[src/rtl/rtc_pkg.sv]
// Shared types and width helpers for the stopwatch run-control / lap scheduler.
// Pure declarations; no logic.
package rtc_pkg;

   typedef enum logic [1:0] {
      IDLE   = 2'd0,
      RUN    = 2'd1,
      STOP   = 2'd2,
      RECALL = 2'd3
   } state_t;

   localparam int CW_DEF        = 24;
   localparam int LAP_DEPTH_DEF = 4;
   localparam int LAP_HOLD_DEF  = 200;

   function automatic int ptr_w(input int depth);
      return $clog2(depth);
   endfunction

   function automatic int cnt_w(input int depth);
      return $clog2(depth) + 1;
   endfunction

endpackage

[src/rtl/rtc_lapbuffer.sv]
// Circular lap store: write/clear take effect next cycle, read is combinational
// relative to the oldest entry; no backpressure, a write when full overwrites the oldest.
module rtc_lapbuffer
   import rtc_pkg::*;
#(
   parameter  int CW        = CW_DEF,
   parameter  int LAP_DEPTH = LAP_DEPTH_DEF,
   localparam int PW        = ptr_w(LAP_DEPTH),
   localparam int NW        = cnt_w(LAP_DEPTH)
) (
   input  logic          core_clk,
   input  logic          arst_n,
   input  logic          wr_vld,
   input  logic [CW-1:0] wr_dat,
   input  logic          clr,
   input  logic [PW-1:0] rd_idx,
   output logic [CW-1:0] rd_dat,
   output logic [NW-1:0] lap_cnt
);

   logic [CW-1:0] mem [LAP_DEPTH];
   logic [PW-1:0] wptr;
   logic [PW-1:0] rptr_base;
   logic [PW-1:0] rd_ptr;
   logic          full;

   assign full   = (lap_cnt == NW'(LAP_DEPTH));
   // Pointer width equals log2(depth), so the add wraps modulo LAP_DEPTH for free.
   assign rd_ptr = rptr_base + rd_idx;
   assign rd_dat = mem[rd_ptr];

   always_ff @(posedge core_clk or negedge arst_n) begin
      if (!arst_n) begin
         wptr      <= '0;
         rptr_base <= '0;
         lap_cnt   <= '0;
         for (int i = 0; i < LAP_DEPTH; i++) mem[i] <= '0;
      end else if (clr) begin
         wptr      <= '0;
         rptr_base <= '0;
         lap_cnt   <= '0;
         for (int i = 0; i < LAP_DEPTH; i++) mem[i] <= '0;
      end else if (wr_vld) begin
         mem[wptr] <= wr_dat;
         wptr      <= wptr + PW'(1);
         if (full) rptr_base <= rptr_base + PW'(1);
         else      lap_cnt   <= lap_cnt + NW'(1);
      end
   end

endmodule

[src/rtl/rtc_lapctrl.sv]
// Stopwatch run-control FSM, lap hold timer and display mux over the lap buffer.
// All outputs registered: one cycle after the button pulse; no backpressure, startstop wins over lapreset.
module rtc_lapctrl
   import rtc_pkg::*;
#(
   parameter int CW        = CW_DEF,
   parameter int LAP_DEPTH = LAP_DEPTH_DEF,
   parameter int LAP_HOLD  = LAP_HOLD_DEF
) (
   input  logic                         i_rtcclk,
   input  logic                         i_reset_n,
   input  logic                         i_startstop,
   input  logic                         i_lapreset,
   input  logic [CW-1:0]                i_count,
   output logic                         o_countenb,
   output logic                         o_countinit,
   output logic                         o_latchcount,
   output logic [CW-1:0]                o_dispcount,
   output logic [ptr_w(LAP_DEPTH)-1:0]  o_lapidx,
   output logic [cnt_w(LAP_DEPTH)-1:0]  o_lapcnt,
   output logic                         o_running
);

   localparam int PW = ptr_w(LAP_DEPTH);
   localparam int NW = cnt_w(LAP_DEPTH);
   localparam int HW = $clog2(LAP_HOLD + 1);

   state_t        state, state_nxt;
   logic [HW-1:0] hold_cnt, hold_nxt;
   logic [PW-1:0] idx_nxt;
   logic          start_p, lap_p;
   logic          capture, buf_clr, init_nxt;
   logic [CW-1:0] rd_dat;

   assign start_p = i_startstop;
   assign lap_p   = i_lapreset & ~i_startstop;

   rtc_lapbuffer #(.CW(CW), .LAP_DEPTH(LAP_DEPTH)) u_lapbuffer (
      .core_clk (i_rtcclk),
      .arst_n   (i_reset_n),
      .wr_vld   (capture),
      .wr_dat   (i_count),
      .clr      (buf_clr),
      .rd_idx   (idx_nxt),
      .rd_dat   (rd_dat),
      .lap_cnt  (o_lapcnt)
   );

   always_comb begin
      state_nxt = state;
      hold_nxt  = hold_cnt;
      idx_nxt   = o_lapidx;
      capture   = 1'b0;
      buf_clr   = 1'b0;
      init_nxt  = 1'b0;
      case (state)
         IDLE: begin
            if (start_p) state_nxt = RUN;
         end
         RUN: begin
            if (hold_cnt != '0) hold_nxt = hold_cnt - HW'(1);
            if (start_p) begin
               state_nxt = STOP;
               hold_nxt  = '0;
            end else if (lap_p) begin
               capture  = 1'b1;
               hold_nxt = HW'(LAP_HOLD);
            end
         end
         STOP: begin
            if (start_p) begin
               state_nxt = RUN;
            end else if (lap_p) begin
               if (o_lapcnt != '0) begin
                  state_nxt = RECALL;
                  idx_nxt   = '0;
               end else begin
                  state_nxt = IDLE;
                  init_nxt  = 1'b1;
                  buf_clr   = 1'b1;
               end
            end
         end
         RECALL: begin
            if (start_p) begin
               state_nxt = STOP;
               idx_nxt   = '0;
            end else if (lap_p) begin
               // Stepping past the newest lap ends the session and clears everything.
               if ({1'b0, o_lapidx} == o_lapcnt - NW'(1)) begin
                  state_nxt = IDLE;
                  init_nxt  = 1'b1;
                  buf_clr   = 1'b1;
                  idx_nxt   = '0;
               end else begin
                  idx_nxt = o_lapidx + PW'(1);
               end
            end
         end
         default: state_nxt = IDLE;
      endcase
   end

   always_ff @(posedge i_rtcclk or negedge i_reset_n) begin
      if (!i_reset_n) begin
         state       <= IDLE;
         hold_cnt    <= '0;
         o_lapidx    <= '0;
         o_countinit <= 1'b0;
         o_dispcount <= '0;
      end else begin
         state       <= state_nxt;
         hold_cnt    <= hold_nxt;
         o_lapidx    <= idx_nxt;
         o_countinit <= init_nxt;
         if (capture)                   o_dispcount <= i_count;
         else if (hold_nxt != '0)       o_dispcount <= o_dispcount;
         else if (state_nxt == RECALL)  o_dispcount <= rd_dat;
         else                           o_dispcount <= i_count;
      end
   end

   assign o_countenb   = (state == RUN);
   assign o_running    = (state == RUN);
   assign o_latchcount = (hold_cnt != '0) || (state == RECALL);

endmodule
[config.mk]
export PLATFORM = sky130hd
export DESIGN_NAME = rtc_lapctrl
export DESIGN_NICKNAME = d
export VERILOG_FILES = /design/src/rtl/rtc_pkg.sv /design/src/rtl/rtc_lapbuffer.sv /design/src/rtl/rtc_lapctrl.sv
export SDC_FILE = /design/constraint.sdc
export NUM_CORES = 1
export LEC_CHECK = 0
export CORE_ASPECT_RATIO = 0.9
export CORE_MARGIN = 4
export CORE_UTILIZATION = 45
export CTS_BUF_LIST = sky130_fd_sc_hd__clkbuf_8
export DETAILED_ROUTE_END_ITERATION = 12
export GPL_TIMING_DRIVEN = 0
export HOLD_SLACK_MARGIN = 0.12
export PLACE_DENSITY = 0.68
export SLEW_MARGIN = 25
export SYNTH_ARGS = -nofsm -noshare
export SYNTH_HDL_FRONTEND = slang
export SYNTH_SLANG_ARGS = --single-unit
export TNS_END_PERCENT = 50
[constraint.sdc]
create_clock -name i_rtcclk -period 5.5 [get_ports i_rtcclk]
set_input_delay 0.825 -clock i_rtcclk [delete_from_list [all_inputs] [get_ports i_rtcclk]]
set_output_delay 0.825 -clock i_rtcclk [all_outputs]
set_load 0.01 [all_outputs]
# Word-level counts from Yosys, hierarchy flattened
# Cells that the tools add are included.
dict set report classes {
  add_sub_neg 7
  magnitude_cmp 3
  n_eq_ne 8
  mux 49
  n_bitwise 4
  reduce_logical 10
}
# operator count
set op_table {}
lappend op_table {{$mux 96} 2}
lappend op_table {{$mux 24} 6}
lappend op_table {{$bwmux 96} 1}
lappend op_table {{$bmux 24 s2} 1}
lappend op_table {{$demux 24 s2} 1}
lappend op_table {{$mux 2} 19}
lappend op_table {{$mux 8} 4}
lappend op_table {{$reduce_bool 8->1} 2}
lappend op_table {{$mux 1} 9}
lappend op_table {{$mux 3} 3}
lappend op_table {{$pmux 2 s4} 1}
lappend op_table {{$sub 8x1->8 const B} 1}
lappend op_table {{$add 2x1->2 const B} 3}
lappend op_table {{$eq 2x2->1 const B} 3}
lappend op_table {{$ge 3x3->1 const B} 2}
lappend op_table {{$not 2->3} 2}
lappend op_table {{$ne 2x2->1 const B} 2}
lappend op_table {{$pmux 2 s2} 1}
lappend op_table {{$reduce_and 2->1} 2}
lappend op_table {{$reduce_bool 2->1} 2}
lappend op_table {{$add 3x1->3 const B} 1}
lappend op_table {{$eq 2x3->1} 1}
lappend op_table {{$eq 3x3->1 const B} 1}
lappend op_table {{$lt 3x1->1 const B} 1}
lappend op_table {{10 further kinds} 10}
dict set report word_totals {
  reg_bits 140
  input_bits 28
  output_inout_bits 33
  wordCells 93
}

# Depth between registers and ports, before layout
dict set report logic_depth {
  word_depth 14
  mapped_depth 14
  mapped_depth_nobuf 13
}

# Modules after synthesis
# Synthesis repeated with hierarchy kept, for this count alone.
dict set report unflattened {
  cells_unflattened 679
  area_unflattened_um2 7103.1
}
# module instances cells_each area_each_um2 seq_area_each_um2
set modules_own_cells {}
lappend modules_own_cells {rtc_lapbuffer 1 491 4855.9 2577.5}
lappend modules_own_cells {rtc_lapctrl 1 188 2247.2 925.9}

# Worst setup path before layout
# OpenSTA, ideal clock, no wires.
dict set report synth_timing {
  path_kind {input-to-reg}
  from {input port i_lapreset}
  to {register o_dispcount[10]}
  setup_time_ns 0.125
  arrival_time_ns 3.753
  t_required_ns 5.375
  path_slack_ns 1.622
  path_stages 11
  n_path_buf 3
  path_cell_list {clkbuf_1 -> or2_2 -> nand2_1 -> o21ai_0 -> o21ai_0 -> ha_1 -> buf_1 -> clkbuf_1 -> mux4_2 -> mux2_2 -> mux2_4}
}
dict set report synth_between {
  elab_chain_len 12
  word_cells_on_any_way 28
  classes_between {1 x add/sub; 2 x eq/ne; 22 x mux; 2 x bitwise; 1 x reduce/logical}
}
# item line
set synth_lines {}
lappend synth_lines {{from (decl)} rtc_lapctrl.sv:13} ;# input logic i_lapreset,
lappend synth_lines {{$and 1x1->1 *} rtc_lapctrl.sv:36} ;# assign lap_p = i_lapreset & ~i_startstop;
lappend synth_lines {{$mux 2, on equally long branches} {rtc_lapctrl.sv:88, rtc_lapctrl.sv:73}}
lappend synth_lines {{$mux 2, on equally long branches} {rtc_lapctrl.sv:85, rtc_lapctrl.sv:71}}
lappend synth_lines {{$pmux 2 s2 *} rtc_lapctrl.sv:56} ;# case (state)
lappend synth_lines {{net idx_nxt[0]} rtc_lapctrl.sv:30} ;# logic [PW-1:0] idx_nxt;
lappend synth_lines {{$add 2x2->2 *} rtc_lapbuffer.sv:29} ;# assign rd_ptr = rptr_base + rd_idx;
lappend synth_lines {{$not 2->3 (implied by the code) *} rtc_lapbuffer.sv:30} ;# assign rd_dat = mem[rd_ptr];
lappend synth_lines {{$bmux 24 s2 *} rtc_lapbuffer.sv:30}
lappend synth_lines {{$mux 24 (implied by the code) * (2 in series)} rtc_lapbuffer.sv:30}
lappend synth_lines {{$mux 24 *} rtc_lapctrl.sv:118} ;# else if (state_nxt == RECALL) o_dispcount <= rd_dat;
lappend synth_lines {{$mux 24 *} rtc_lapctrl.sv:117} ;# else if (hold_nxt != '0) o_dispcount <= o_dispcount;
lappend synth_lines {{$mux 24 *} rtc_lapctrl.sv:116} ;# if (capture) o_dispcount <= i_count;
lappend synth_lines {{to (signal assigned)} rtc_lapctrl.sv:116}
lappend synth_lines {{to (signal assigned)} rtc_lapctrl.sv:117}
lappend synth_lines {{to (signal assigned)} rtc_lapctrl.sv:118}
lappend synth_lines {{to (decl)} rtc_lapctrl.sv:18} ;# output logic [CW-1:0] o_dispcount,
# Mark *: on every way through the listed nets, which the timed path passes. The rest lies on a longest branch. The select of a mux whose other input is x is not followed.
# A chain may end at the register's enable or synchronous reset.

# Final worst setup path
dict set report layout_timing {
  from {input port i_startstop}
  to {register o_dispcount[15]}
}
dict set report layout_between {
  elab_chain_len 13
  word_cells_on_any_way 31
  classes_between {1 x add/sub; 2 x eq/ne; 24 x mux; 3 x bitwise; 1 x reduce/logical}
}
# item line
set layout_lines {}
lappend layout_lines {{from (decl)} rtc_lapctrl.sv:12} ;# input logic i_startstop,
lappend layout_lines {{$not 1->1} rtc_lapctrl.sv:36}
lappend layout_lines {{$and 1x1->1} rtc_lapctrl.sv:36}
lappend layout_lines {{$mux 2, on equally long branches} {rtc_lapctrl.sv:88, rtc_lapctrl.sv:73}}
lappend layout_lines {{$mux 2, on equally long branches} {rtc_lapctrl.sv:85, rtc_lapctrl.sv:71}}
lappend layout_lines {{$pmux 2 s2 *} rtc_lapctrl.sv:56}
lappend layout_lines {{net idx_nxt[0]} rtc_lapctrl.sv:30}
lappend layout_lines {{$add 2x2->2 *} rtc_lapbuffer.sv:29}
lappend layout_lines {{$not 2->3 (implied by the code) *} rtc_lapbuffer.sv:30}
lappend layout_lines {{$bmux 24 s2 *} rtc_lapbuffer.sv:30}
lappend layout_lines {{$mux 24 (implied by the code) * (2 in series)} rtc_lapbuffer.sv:30}
lappend layout_lines {{$mux 24 *} rtc_lapctrl.sv:118}
lappend layout_lines {{$mux 24 *} rtc_lapctrl.sv:117}
lappend layout_lines {{$mux 24 *} rtc_lapctrl.sv:116}
# Marks and branches as above.

==> impl_metrics.yaml <==
setup_path:
  crit_arrival_ns: 5.02
  critPathKind: "in2reg"
  start_kind: "primary input"
  end_kind: "flop"
  path_max_fanout: 10
  worstPathRequired_ns: 5.85
placement:
  hpwl_um: 12200
  routabilityCongestion: 0.867
  io_buffers: 59
  post-place-ws_ns: 0.448
  place_area_um2: 7840
floorplan:
  ios: 61
  row_count: 42
  start_util_pct: 46.7
  die_area_um2: 17500
  fp.dieH_um: 126
  coreArea_um2: 14900
  die_x_um: 139
timing:
  skew_ns: 0.0164
  layout_setup_ws_ns: 0.833
  relSlewSlack_pct: 38.7
  min_period_over_period_pct: 84.8
  fmax_ghz: 0.214
  worstMarginPinSlew_ns: 0.920
  finalSetupViolCount: 0
  rsz0062_at_grt: "false"
  hold_viol: 0
  slew_viol_final: 0
  min_period_ns: 4.67
synth:
  ys_types: 47
  synth_edf_count: 0
  ys_ff_latch: 140
  syn_nets: 720
  netlist_top_cells_count: "nand2_1 (208), dfrtp_1 (140), a21oi_1 (105), clkbuf_1 (41), mux2_2 (29)"
  synth.yosys.seq_area_share_pct: 50.3
  yosysTopAreaCellShare_pct: 50.3
  synth_area_per_cell_um2: 10.2
  post-synth-top-count-cell: "nand2_1"
  ys_async_sr_fraction_pct: 100
  synth_flop_cell: "dfrtp_1"
  yosys_warnings: 0
  syn_area_um2: 6960
  synth_top_area_cell: "dfrtp_1"
  syn_inst: 682
  synth.area.top_cells: "dfrtp_1 (50%), nand2_1 (11%), mux4_2 (7.8%), a21oi_1 (7.5%), mux2_2 (4.7%)"
drt:
  wl_per_cell_um: 18.7
  drt_iter0_drc: 461
  antenna_left: 0
  vias_per_cell: 5.62
  drc: 0
  drtPass1Iterations: 5
  num_vias: 5459
  wirelength_um: 18100
clock_network:
  clk_pin_slew_worst_paths_ns: 0.08
  cts_root_buf: "clkbuf_8"
  clk_latency_ns: 0.46
  cts.sinks: 140
  numCtsBuffers: 17
  htreeDepth: 4
  postCtsResizedCells: 0
  cts_hold_buffers: 0
  cts_tree: "done"
  postCtsSetupRepairBufs: 0
  cts_max_path_buffers: 2
finish:
  drive_gt1_share_pct: 15.4
  multiInputGateArea_um2: 3210
  n_fill_cell: 1293
  final_util_pct: 55.2
  syn2layout_area_growth_pct: 18.3
  area.sequential_um2: 3500
  layout.nets: 799
  n_antenna_cell: 0
  final_cell_area_um2: 8240
global_routing:
  use_met3_pct: 6.25
  first_global_vias: 5571
  overflow: 0
  top_usage_layer: "met2"
  grt_start_max_net_pins: 95
  antenna_found_initial: 0
  met1_usage_pct: 28.0
  groute.usage.overall_pct: 21.1
  grt_pass1_wl_um: 29200
  gr-usage-met2_pct: 33.6
min_path:
  hold_path.class: "in2async"
power:
  total_switching_power_uw: 1620
  pwr_density_cell_nw_per_um2: 547
  p_leak_uw: 0.00347
  comb_power_share_pct: 45.2
  power_frac_seq_pct: 36.1
  swShare_pct: 35.9
  clockPowerShare_pct: 18.7
  ir_drop_uv: 217
  intPower_uw: 2890
run:
  maxCapViolCount: 0
status:
  status: "complete, no violations"
-- per-stage QoR --
step	setup TNS [ns]	hold WS [ns]	instances	power, uW
after floorplan	0	0.497	682	3010
after global placement	-273.27	0.497	939	3610
after detailed placement	0	0.496	940	3670
after CTS	0	0.247	972	4530
after global routing	0	0.251	972	4790
final	0	0.245	972	4500
-- critical path, stage by stage --
cell and delay (ns):
clkdlybuf4s50_1 0.54, buf_2 0.27, inv_1 0.14, a21oi_1 0.19, o21ai_0 0.10, o21ai_0 0.12, ha_1 0.20, xnor2_1 0.12
a211o_1 0.26, o211ai_1 0.65, clkbuf_1 0.63, mux4_2 0.43, mux2_2 0.29, mux2_4 0.25
-- flip-flops by register name, summed over array words and instances, names as in the netlist --
| signal | count |
|---|---|
| u_lapbuffer.rptr_base | 2 |
| o_countinit | 1 |
| state | 2 |
| o_lapidx | 2 |
| hold_cnt | 8 |
| o_dispcount | 24 |
| u_lapbuffer.mem | 96 |
| u_lapbuffer.wptr | 2 |
| u_lapbuffer.lap_cnt | 3 |
-- cells by family (layout without fill, tap and decap cells) --
kind of cell	Yosys count	count (layout)	share of synthesized area (%)
buffers and inverters	60	152	3.63
AND/OR/NAND/NOR	255	255	15.4
XOR/XNOR	8	8	1.01
adder cells (fa/ha/maj)	10	10	1.80
flip-flops	140	140	50.3
AO/OA/AOI/OAI	134	134	10.8
multiplexers	75	75	17.0
-- placed cells by master (no fill, tap or decap), types with 2 or more instances in the layout --
| master | n |
|---|---|
| a211o_1 | 3 |
| a21oi_1 | 105 |
| a31oi_1 | 2 |
| and2_1 | 5 |
| buf_1 | 4 |
| buf_6 | 3 |
| bufinv_16 | 2 |
| clkbuf_1 | 41 |
| clkbuf_8 | 19 |
| clkdlybuf4s50_1 | 58 |
| clkinv_2 | 3 |
| clkinv_4 | 4 |
| clkinvlp_4 | 3 |
| dfrtp_1 | 140 |
| ha_1 | 10 |
| inv_1 | 10 |
| mux2_2 | 29 |
| mux2_4 | 20 |
| mux2i_1 | 2 |
| mux4_2 | 24 |
| nand2_1 | 208 |
| nand2b_1 | 3 |
| nand3_1 | 5 |
| nand3b_1 | 3 |
| nand4_1 | 3 |
| nor2_1 | 10 |
| nor2b_1 | 3 |
| nor3_1 | 3 |
| o211ai_1 | 2 |
| o21ai_0 | 11 |
| o221ai_1 | 3 |
| o31ai_1 | 2 |
| o41ai_1 | 2 |
| xnor2_1 | 4 |
| xor2_1 | 4 |
-- routing by layer --
| metal | routed length [um] | part of all wire [%] | vias to the layer above |
|---|---|---|---|
| met5 | 0 | 0 | - |
| met4 | 202 | 1.1 | 0 |
| met3 | 1370 | 7.5 | 22 |
| met2 | 8830 | 49 | 219 |
| met1 | 7750 | 43 | 2711 |
| li1 | - | - | 2507 |
-- worst paths after layout --
path | start | endpoint | slack (ns) | cells after the start
worst max register to register | u_lapbuffer.lap_cnt[0] | o_dispcount[15] | 1.00 | 14
worst max-delay path | i_startstop | o_dispcount[15] | 0.83 | 14
worst min-delay path | i_reset_n | hold_cnt[0] | 0.25 | 1
min in group i_rtcclk | o_dispcount[0] | o_dispcount[0] | 0.51 | 1
worst min register to register | o_dispcount[0] | o_dispcount[0] | 0.51 | 1
max in group asynchronous | i_reset_n | u_lapbuffer.mem[34] | 4.48 | 2
-- power by group through the flow --
stage | Combinational (uW) | Clock, uW | Sequential (uW)
finish | 2040 | 844 | 1620
global route | 2210 | 912 | 1660
CTS | 2050 | 861 | 1620
detailed placement | 2040 | 0 | 1640
global placement | 1990 | 0 | 1620
floorplan | 1390 | 0 | 1620
-- layout make-up --
class / instances / share of cell area, %
sequential: 140 / 42.5
multi-input combinational: 482 / 38.9
timing repair buffer: 60 / 7.56
clock buffer: 19 / 3.17
tap: 198 / 3.01
buffer: 50 / 2.61
clock inverter: 13 / 1.72
inverter: 10 / 0.456
Power figures use the tool's default switching activity.
